`config.mk`:
```
export PLATFORM = sky130hd
export DESIGN_NAME = bootrom_fetch
export DESIGN_NICKNAME = d
export VERILOG_FILES = /design/src/rtl/bootrom_fetch.sv
export SDC_FILE = /design/constraint.sdc
export NUM_CORES = 1
export LEC_CHECK = 0
export ABC_AREA = 1
export CELL_PAD_IN_SITES_DETAIL_PLACEMENT = 2
export CELL_PAD_IN_SITES_GLOBAL_PLACEMENT = 2
export CORE_MARGIN = 10
export CORE_UTILIZATION = 30
export CTS_CLUSTER_DIAMETER = 80
export DETAILED_ROUTE_END_ITERATION = 8
export PLACE_DENSITY = 0.85
export SETUP_SLACK_MARGIN = 0.4
export SLEW_MARGIN = 20
export SYNTH_ARGS = -nofsm -noshare
export SYNTH_HDL_FRONTEND = slang
export SYNTH_SLANG_ARGS = --single-unit
```
`constraint.sdc`:
```
create_clock -name clk -period 5.8 [get_ports clk]
set_input_delay 0.58 -clock clk [delete_from_list [all_inputs] [get_ports clk]]
set_output_delay 0.58 -clock clk [all_outputs]
set_load 0.03 [all_outputs]
```
`src/rtl/bootrom_fetch.sv`:
```
// Boot ROM fetch front-end: issues ROM word reads, buffers two returned words,
// and slices them into 32-bit instructions handed to decode with their byte PC.
module bootrom_fetch #(
    parameter int          ADDR_WIDTH = 8,
    parameter int          DATA_WIDTH = 64,
    parameter logic [63:0] RESET_PC   = 64'h0
) (
    input  logic                  clk,
    input  logic                  rst_n,
    output logic [ADDR_WIDTH-1:0] rom_addr,
    input  logic [DATA_WIDTH-1:0] rom_rdata,
    input  logic                  redirect_valid,
    input  logic [63:0]           redirect_pc,
    output logic                  inst_valid,
    input  logic                  inst_ready,
    output logic [31:0]           inst,
    output logic [63:0]           inst_pc,
    output logic                  fault
);

    localparam int LANES = DATA_WIDTH / 32;
    localparam int LW    = $clog2(LANES);
    localparam int LWS   = (LW > 0) ? LW : 1;
    localparam int OFF   = LW + 2;
    localparam logic [ADDR_WIDTH-1:0] LAST_WORD = '1;

    if (LANES < 1 || DATA_WIDTH != 32 * LANES || (LANES & (LANES - 1)) != 0) begin : g_bad_width
        $fatal(1, "bootrom_fetch: DATA_WIDTH must be 32 * a power of two");
    end
    if (RESET_PC[1:0] != 2'b00 || (RESET_PC >> (OFF + ADDR_WIDTH)) != 64'd0) begin : g_bad_reset_pc
        $fatal(1, "bootrom_fetch: RESET_PC must be aligned and inside the ROM");
    end

    function automatic logic in_range(input logic [63:0] pc);
        return (pc[1:0] == 2'b00) && ((pc >> (OFF + ADDR_WIDTH)) == 64'd0);
    endfunction

    function automatic logic [ADDR_WIDTH-1:0] word_of(input logic [63:0] pc);
        return pc[OFF +: ADDR_WIDTH];
    endfunction

    logic [ADDR_WIDTH-1:0] fetch_ptr;
    logic                  inflight_q;
    logic                  end_q;
    logic                  fault_q;
    logic [1:0]            cnt_q;
    logic [63:0]           pc_q;
    logic [DATA_WIDTH-1:0] fifo0_q, fifo1_q;

    logic [LWS-1:0] lane;
    logic           accept, pop, push, issue;
    logic [2:0]     occ;

    always_comb begin
        lane = '0;
        if (LW > 0) lane = pc_q[2 +: LWS];
    end

    assign rom_addr   = fetch_ptr;
    assign inst_pc    = pc_q;
    assign fault      = fault_q;
    assign inst_valid = (cnt_q != 2'd0) && !fault_q && !redirect_valid;
    assign inst       = fifo0_q[{lane, 5'b0} +: 32];

    assign accept = inst_valid && inst_ready;
    assign pop    = accept && (lane == LWS'(LANES - 1));
    assign push   = inflight_q && !redirect_valid;
    // Occupancy after this cycle's pop, counting the word still in flight.
    assign occ    = {1'b0, cnt_q} + {2'b0, inflight_q} - {2'b0, pop};
    assign issue  = !redirect_valid && !fault_q && !end_q && (occ < 3'd2);

    always_ff @(posedge clk or negedge rst_n) begin
        if (!rst_n) begin
            fetch_ptr  <= word_of(RESET_PC);
            inflight_q <= 1'b0;
            end_q      <= 1'b0;
            fault_q    <= 1'b0;
            cnt_q      <= 2'd0;
            pc_q       <= RESET_PC;
        end else if (redirect_valid) begin
            inflight_q <= 1'b0;
            end_q      <= 1'b0;
            cnt_q      <= 2'd0;
            pc_q       <= redirect_pc;
            if (in_range(redirect_pc)) begin
                fetch_ptr <= word_of(redirect_pc);
                fault_q   <= 1'b0;
            end else begin
                fault_q   <= 1'b1;
            end
        end else begin
            inflight_q <= issue;
            if (issue) begin
                if (fetch_ptr == LAST_WORD) end_q <= 1'b1;
                else                        fetch_ptr <= fetch_ptr + ADDR_WIDTH'(1);
            end
            cnt_q <= 2'({1'b0, cnt_q} + {2'b0, push} - {2'b0, pop});
            if (accept) pc_q <= pc_q + 64'd4;
            // Consuming the final lane of the top word leaves nothing more to fetch.
            if (pop && end_q && word_of(pc_q) == LAST_WORD) fault_q <= 1'b1;
        end
    end

    // Word storage carries no reset; validity is tracked by cnt_q alone.
    always_ff @(posedge clk) begin
        if (push && pop) begin
            if (cnt_q == 2'd2) begin
                fifo0_q <= fifo1_q;
                fifo1_q <= rom_rdata;
            end else begin
                fifo0_q <= rom_rdata;
            end
        end else if (pop) begin
            fifo0_q <= fifo1_q;
        end else if (push) begin
            if (cnt_q == 2'd0) fifo0_q <= rom_rdata;
            else               fifo1_q <= rom_rdata;
        end
    end

endmodule

```
# Word-level counts from Yosys, hierarchy flattened
# Index checks and enable logic that the tools add are counted.
word_totals:
  out_inout_bits: 106
  register_bits: 205
classes:
  reduce_logical: 30
  shifts: 1
  order_cmp: 1
  add_sub_neg: 6
  eq_ne: 8
  mux: 24
ops:
  columns: ["cell", "count"]
  rows:
  - ["$mux 64", 12]
  - ["$add 64x3->64 const B", 1]
  - ["$logic_not 64->1", 1]
  - ["$shiftx 64x7->32", 1]
  - ["$mux 8", 4]
  - ["$eq 8x8->1 const B", 2]
  - ["$logic_and 1x1->1", 12]
  - ["$reduce_bool 2->1", 6]
  - ["$add 8x1->8 const B", 1]
  - ["$mux 1", 7]
  - ["$ne 2x1->1 const B", 3]
  - ["$reduce_bool 3->1", 2]
  - ["$logic_not 2->1", 2]
  - ["$ne 2x2->1 const B", 2]
  - ["$reduce_and 2->1", 2]
  - ["$reduce_and 4->1", 1]
  - ["$add 2x1->3", 1]
  - ["$logic_not 1->1", 3]
  - ["$lt 3x2->1 const B", 1]
  - ["$reduce_and 3->1", 1]
  - ["$sub 3x1->3", 1]
  - ["$add 2x1->2", 1]
  - ["$eq 2x2->1 const B", 1]
  - ["$mux 2", 1]
  - ["$sub 2x1->2", 1]

# Depth between registers and ports, before layout
depth:
  ltp_word: 10
  mapped_depth: 18
  depth_no_buf: 16

# Worst setup path after synthesis
# OpenSTA, ideal clock, no wires.
synth_path:
  path_type: "input to register"
  start: "input redirect_valid"
  end: "register fifo0_q[0] (enable)"
  arrival_time_ns: 4.690
  stages: 10
  path_slack_ns: 0.624
  path_cell_list: "buf_2 > nor2_4 > inv_2 > nor2_2 > nand2_1 > nor2_4 > inv_2 > clkbuf_1 > ha_1 > nor2_1"
synth_between:
  elab_chain_len: 7
  word_cells_on_any_way: 9
  classes_between: "9 x reduce/logical"
synth_rtl:
  columns: ["item", "line_no", "text"]
  rows:
  - ["from (decl)", "12", "input logic redirect_valid,"]
  - ["$logic_not 1->1 (*)", "62", "assign inst_valid = (cnt_q != 2'd0) && !fault_q && !redirect_valid;"]
  - ["$logic_and 1x1->1 (*)", "62", null]
  - ["via inst_valid", "14", "output logic inst_valid,"]
  - ["$logic_and 1x1->1 (*)", "65", "assign accept = inst_valid && inst_ready;"]
  - ["$logic_and 1x1->1 (*)", "66", "assign pop = accept && (lane == LWS'(LANES - 1));"]
  - ["$logic_and 1x1->1", "106", "if (push && pop) begin"]
  - ["$reduce_bool 3->1 (no source line)", null, null]
  - ["$reduce_and 2->1 (no source line) (*)", null, null]
  - ["to (signal assigned)", "108", "fifo0_q <= fifo1_q;"]
  - ["to (signal assigned)", "111", "fifo0_q <= rom_rdata;"]
  - ["to (signal assigned)", "114", "fifo0_q <= fifo1_q;"]
  - ["to (decl)", "48", "logic [DATA_WIDTH-1:0] fifo0_q, fifo1_q;"]
# Mark *: on every way through the listed nets, which the timed path passes. The rest lies on a longest branch.
# A chain may end at the register's enable or synchronous reset.

# Final worst setup path
layout_path:
  start: "register pc_q[2], in the netlist inst_pc[2]"
  end: "register fetch_ptr[4], in the netlist rom_addr[4]"
layout_between:
  elab_chain_len: 6
layout_rtl:
  columns: ["item", "line_no", "text"]
  rows:
  - ["from (decl)", "47", "logic [63:0] pc_q;"]
  - ["from (signal assigned)", "84", "pc_q <= redirect_pc;"]
  - ["from (signal assigned)", "98", "if (accept) pc_q <= pc_q + 64'd4;"]
  - ["$logic_and 1x1->1", "66", null]
  - ["$sub 3x1->3", "69", "assign occ = {1'b0, cnt_q} + {2'b0, inflight_q} - {2'b0, pop};"]
  - ["$lt 3x2->1", "70", "assign issue = !redirect_valid && !fault_q && !end_q && (occ < 3'd2);"]
  - ["$logic_and 1x1->1", "70", null]
  - ["$reduce_bool 2->1 (no source line)", null, null]
  - ["$reduce_and 3->1 (no source line)", null, null]
  - ["to (signal assigned)", "74", "fetch_ptr <= word_of(RESET_PC);"]
  - ["to (signal assigned)", "86", "fetch_ptr <= word_of(redirect_pc);"]
  - ["to (signal assigned)", "95", "else fetch_ptr <= fetch_ptr + ADDR_WIDTH'(1);"]
  - ["to (decl)", "42", "logic [ADDR_WIDTH-1:0] fetch_ptr;"]
# No other way between the ends.

==> flow_summary.json <==
{
  "internal_power_mw": 2.87,
  "powerDensity_mw_per_mm2": 259,
  "postCtsSetupBuffers": 0,
  "htree_levels": 1,
  "synth_edf_count": 128,
  "synthCells": 1540,
  "seq_area_frac_synth": 0.483,
  "fp.dieW_um": 220,
  "diodes": 0,
  "synthFlopType": "edfxtp_1",
  "min_period_ps": 4010,
  "grt_pass1_wl_mm": 79.7,
  "place_congestion": 0.874,
  "path_buf_inv": 4,
  "grt_overflow": 0,
  "peakVddDrop_mv": 0.180,
  "final_common_cell": "nand2_1",
  "hold_viol_final": 0,
  "synth_fp_nets": 1678,
  "hold_class": "in -> reg",
  "worstPathArrival_ps": 4500,
  "synth_area_mm2": 0.0120,
  "startpoint_type": "flip-flop",
  "cts_made_buffers": 27,
  "ys_ff_latch": 205,
  "status": "complete, no violations",
  "crit_top_cell": "nand2_1",
  "max_cap_viol_count": 0,
  "nets": 1901,
  "yosys_warnings": 0,
  "cts.sinks": 205,
  "io_pins": 238,
  "p_clk_frac": 0.408,
  "fin_crit_sh": 0.691,
  "cts_root_buf": "clkbuf_16",
  "worst_skew_pair.late_latency_ps": 570,
  "clock.fmax_mhz": 249,
  "setup_viol": 0,
  "die_area_mm2": 0.0482,
  "crit_fanout": 41,
  "crit_required_ps": 6290,
  "power_frac_seq": 0.417,
  "drive_gt1_frac": 0.0723,
  "p_comb_frac": 0.175,
  "portBuffers": 237,
  "cts_max_path_buffers": 3,
  "path_cells": "buf_4, inv_2, nor2_4, inv_2, nor2_1, o21ai_0, fa_1, inv_1, nor2_1, nand3_1, nand2_1, nand2_1, nand2_1, nand2_1",
  "cts-resized-gates": 0,
  "final_cell_mix": "nand2_1, clkdlybuf4s50_1, nor2_1",
  "slew_violations": 0,
  "cpMaxStageDelayCell": "inv_2",
  "die_h_um": 220,
  "slowest_delay_ps": 690,
  "power.leakage_nw": 6.39,
  "final_antenna_net_count": 0,
  "tightest_slew_ps": 1070,
  "rows": 73,
  "critical-path-top-delay-family": "buffers and inverters",
  "setup.worst_path.end_class": "flip-flop",
  "vias": 11700,
  "rsz0062_at_grt": "no",
  "drt_iter0_drc": 718,
  "dp_hpwl_mm": 37.8,
  "grt_pass1_vias": 13300,
  "area_delta_synth_final_pct": 31.6,
  "p_sw_mw": 1.21,
  "relSlewSlack": 0.288,
  "viasPerCell": 5.08,
  "switching_share": 0.296,
  "hold_buffers": 1,
  "cts_tree": "yes",
  "synthArstFlopShare": 0.376,
  "drc": 0,
  "setup.worst_path.class": "reg -> reg",
  "fin_tns_setup_ps": 0,
  "dr.pass1.iters": 7,
  "grt_start_max_net_pins": 70,
  "grt_use_total": 0.211,
  "wl_per_cell_um": 22.2,
  "worst_slack_ps": 1790,
  "wirelength_mm": 51.2,
  "syn_avg_cell_area_um2": 7.76,
  "finClkSkew_ps": 17.1,
  "synth.distinct_cells": 35,
  "antenna_found_initial": 1,
  "clk_pin_slew_ps": 60,
  "core_area_mm2": 0.0395,
  "post-place-ws_ps": 1640,
  "start_util": 0.302
}
-- cell usage after synthesis, types with 8 or more instances --
| cell type | instances | area share |
|---|---|---|
| nand4_1 | 13 | 0.0068 |
| mux2_2 | 64 | 0.060 |
| buf_2 | 24 | 0.010 |
| xor2_1 | 22 | 0.016 |
| edfxtp_1 | 128 | 0.32 |
| o211ai_1 | 8 | 0.0050 |
| clkbuf_1 | 25 | 0.0079 |
| dfrtp_1 | 77 | 0.16 |
| nor2_1 | 167 | 0.052 |
| o21ai_0 | 62 | 0.026 |
| nand3_1 | 131 | 0.055 |
| o21bai_1 | 20 | 0.013 |
| nand2_1 | 648 | 0.20 |
| inv_1 | 107 | 0.034 |
-- layer usage --
metal / share of wire / routed length (µm) / vias to the layer above / global-route usage
met1: 0.41 / 21200 / 5926 / 0.253
met4: 0.034 / 1730 / 2 / 0.0710
met2: 0.51 / 25900 / 284 / 0.377
li1: - / - / 5440 / -
met3: 0.047 / 2420 / 87 / 0.0343
met5: 0.00035 / 18 / - / 0
-- final timing paths --
kind / start / endpoint / slack, ps / depth (start not counted)
worst max-delay path: inst_pc[2]$_DFFE_PN0N_ / rom_addr[4]$_DFFE_PN0P_ / 1790 / 14
worst min-delay path: redirect_valid / inflight_q$_DFF_PN0_ / 420 / 4
worst max register to register: inst_pc[2]$_DFFE_PN0N_ / rom_addr[4]$_DFFE_PN0P_ / 1790 / 14
worst min register to register: inst_pc[0]$_DFFE_PN0P_ / inst_pc[0]$_DFFE_PN0P_ / 500 / 2
max in group asynchronous: rst_n / inst_pc[4]$_DFFE_PN0N_ / 4200 / 3
min in group asynchronous: rst_n / inst_pc[27]$_DFFE_PN0N_ / 510 / 2
-- cell type report --
type	instances	area (µm²)
Inverter	111	417
Clock buffer	39	771
Fill cell	4481	23800
Sequential cell	205	5770
Clock inverter	11	95.1
Multi-Input combinational cell	1169	5550
Timing Repair Buffer	249	2470
Tap cell	525	657
-- logic make-up (layout without fill, tap and decap cells) --
kind of cell    Yosys count  after routing  synth area share
simple gates            969            969             0.325
flops                   205            205             0.483
buf+inv                 166            410            0.0547
compound gates          105            105            0.0521
mux                      64             64            0.0603
xor+xnor                 25             25            0.0183
fa+ha+maj                 6              6           0.00691
-- worst register-to-register path, cell delays in order (launching register included) --
cell,delay (ps)
dfrtp_1,360
buf_4,280
inv_2,630
nor2_4,130
inv_2,690
nor2_1,180
o21ai_0,250
fa_1,450
inv_1,70
nor2_1,40
nand3_1,110
nand2_1,220
nand2_1,340
nand2_1,110
nand2_1,80
-- power groups by stage --
stage	clock, mW	combinational (mW)	sequential (mW)
global placement	0	0.686	1.72
global route	1.75	0.778	1.71
CTS	1.70	0.724	1.70
finish	1.66	0.714	1.70
detailed placement	0	0.714	1.73
floorplan	0	0.253	1.79
-- flip-flops by register name, indices dropped and copies added (netlist names) --
signal / cells
rom_addr: 8
fault: 1
inflight_q: 1
fifo0_q: 64
fifo1_q: 64
inst_pc: 64
end_q: 1
cnt_q: 2
-- through the flow --
stage	utilization	instance area (µm²)	total power [mW]	hold slack (ps)	std cells
detailed placement	0.376	14900	2.44	494	2258
floorplan	-	12000	2.05	284	1540
global placement	0.376	14900	2.41	476	2258
finish	0.398	15700	4.07	421	2309
global route	0.398	15700	4.24	427	2309
CTS	0.398	15700	4.12	405	2309
(Power assumes the default switching activity.)
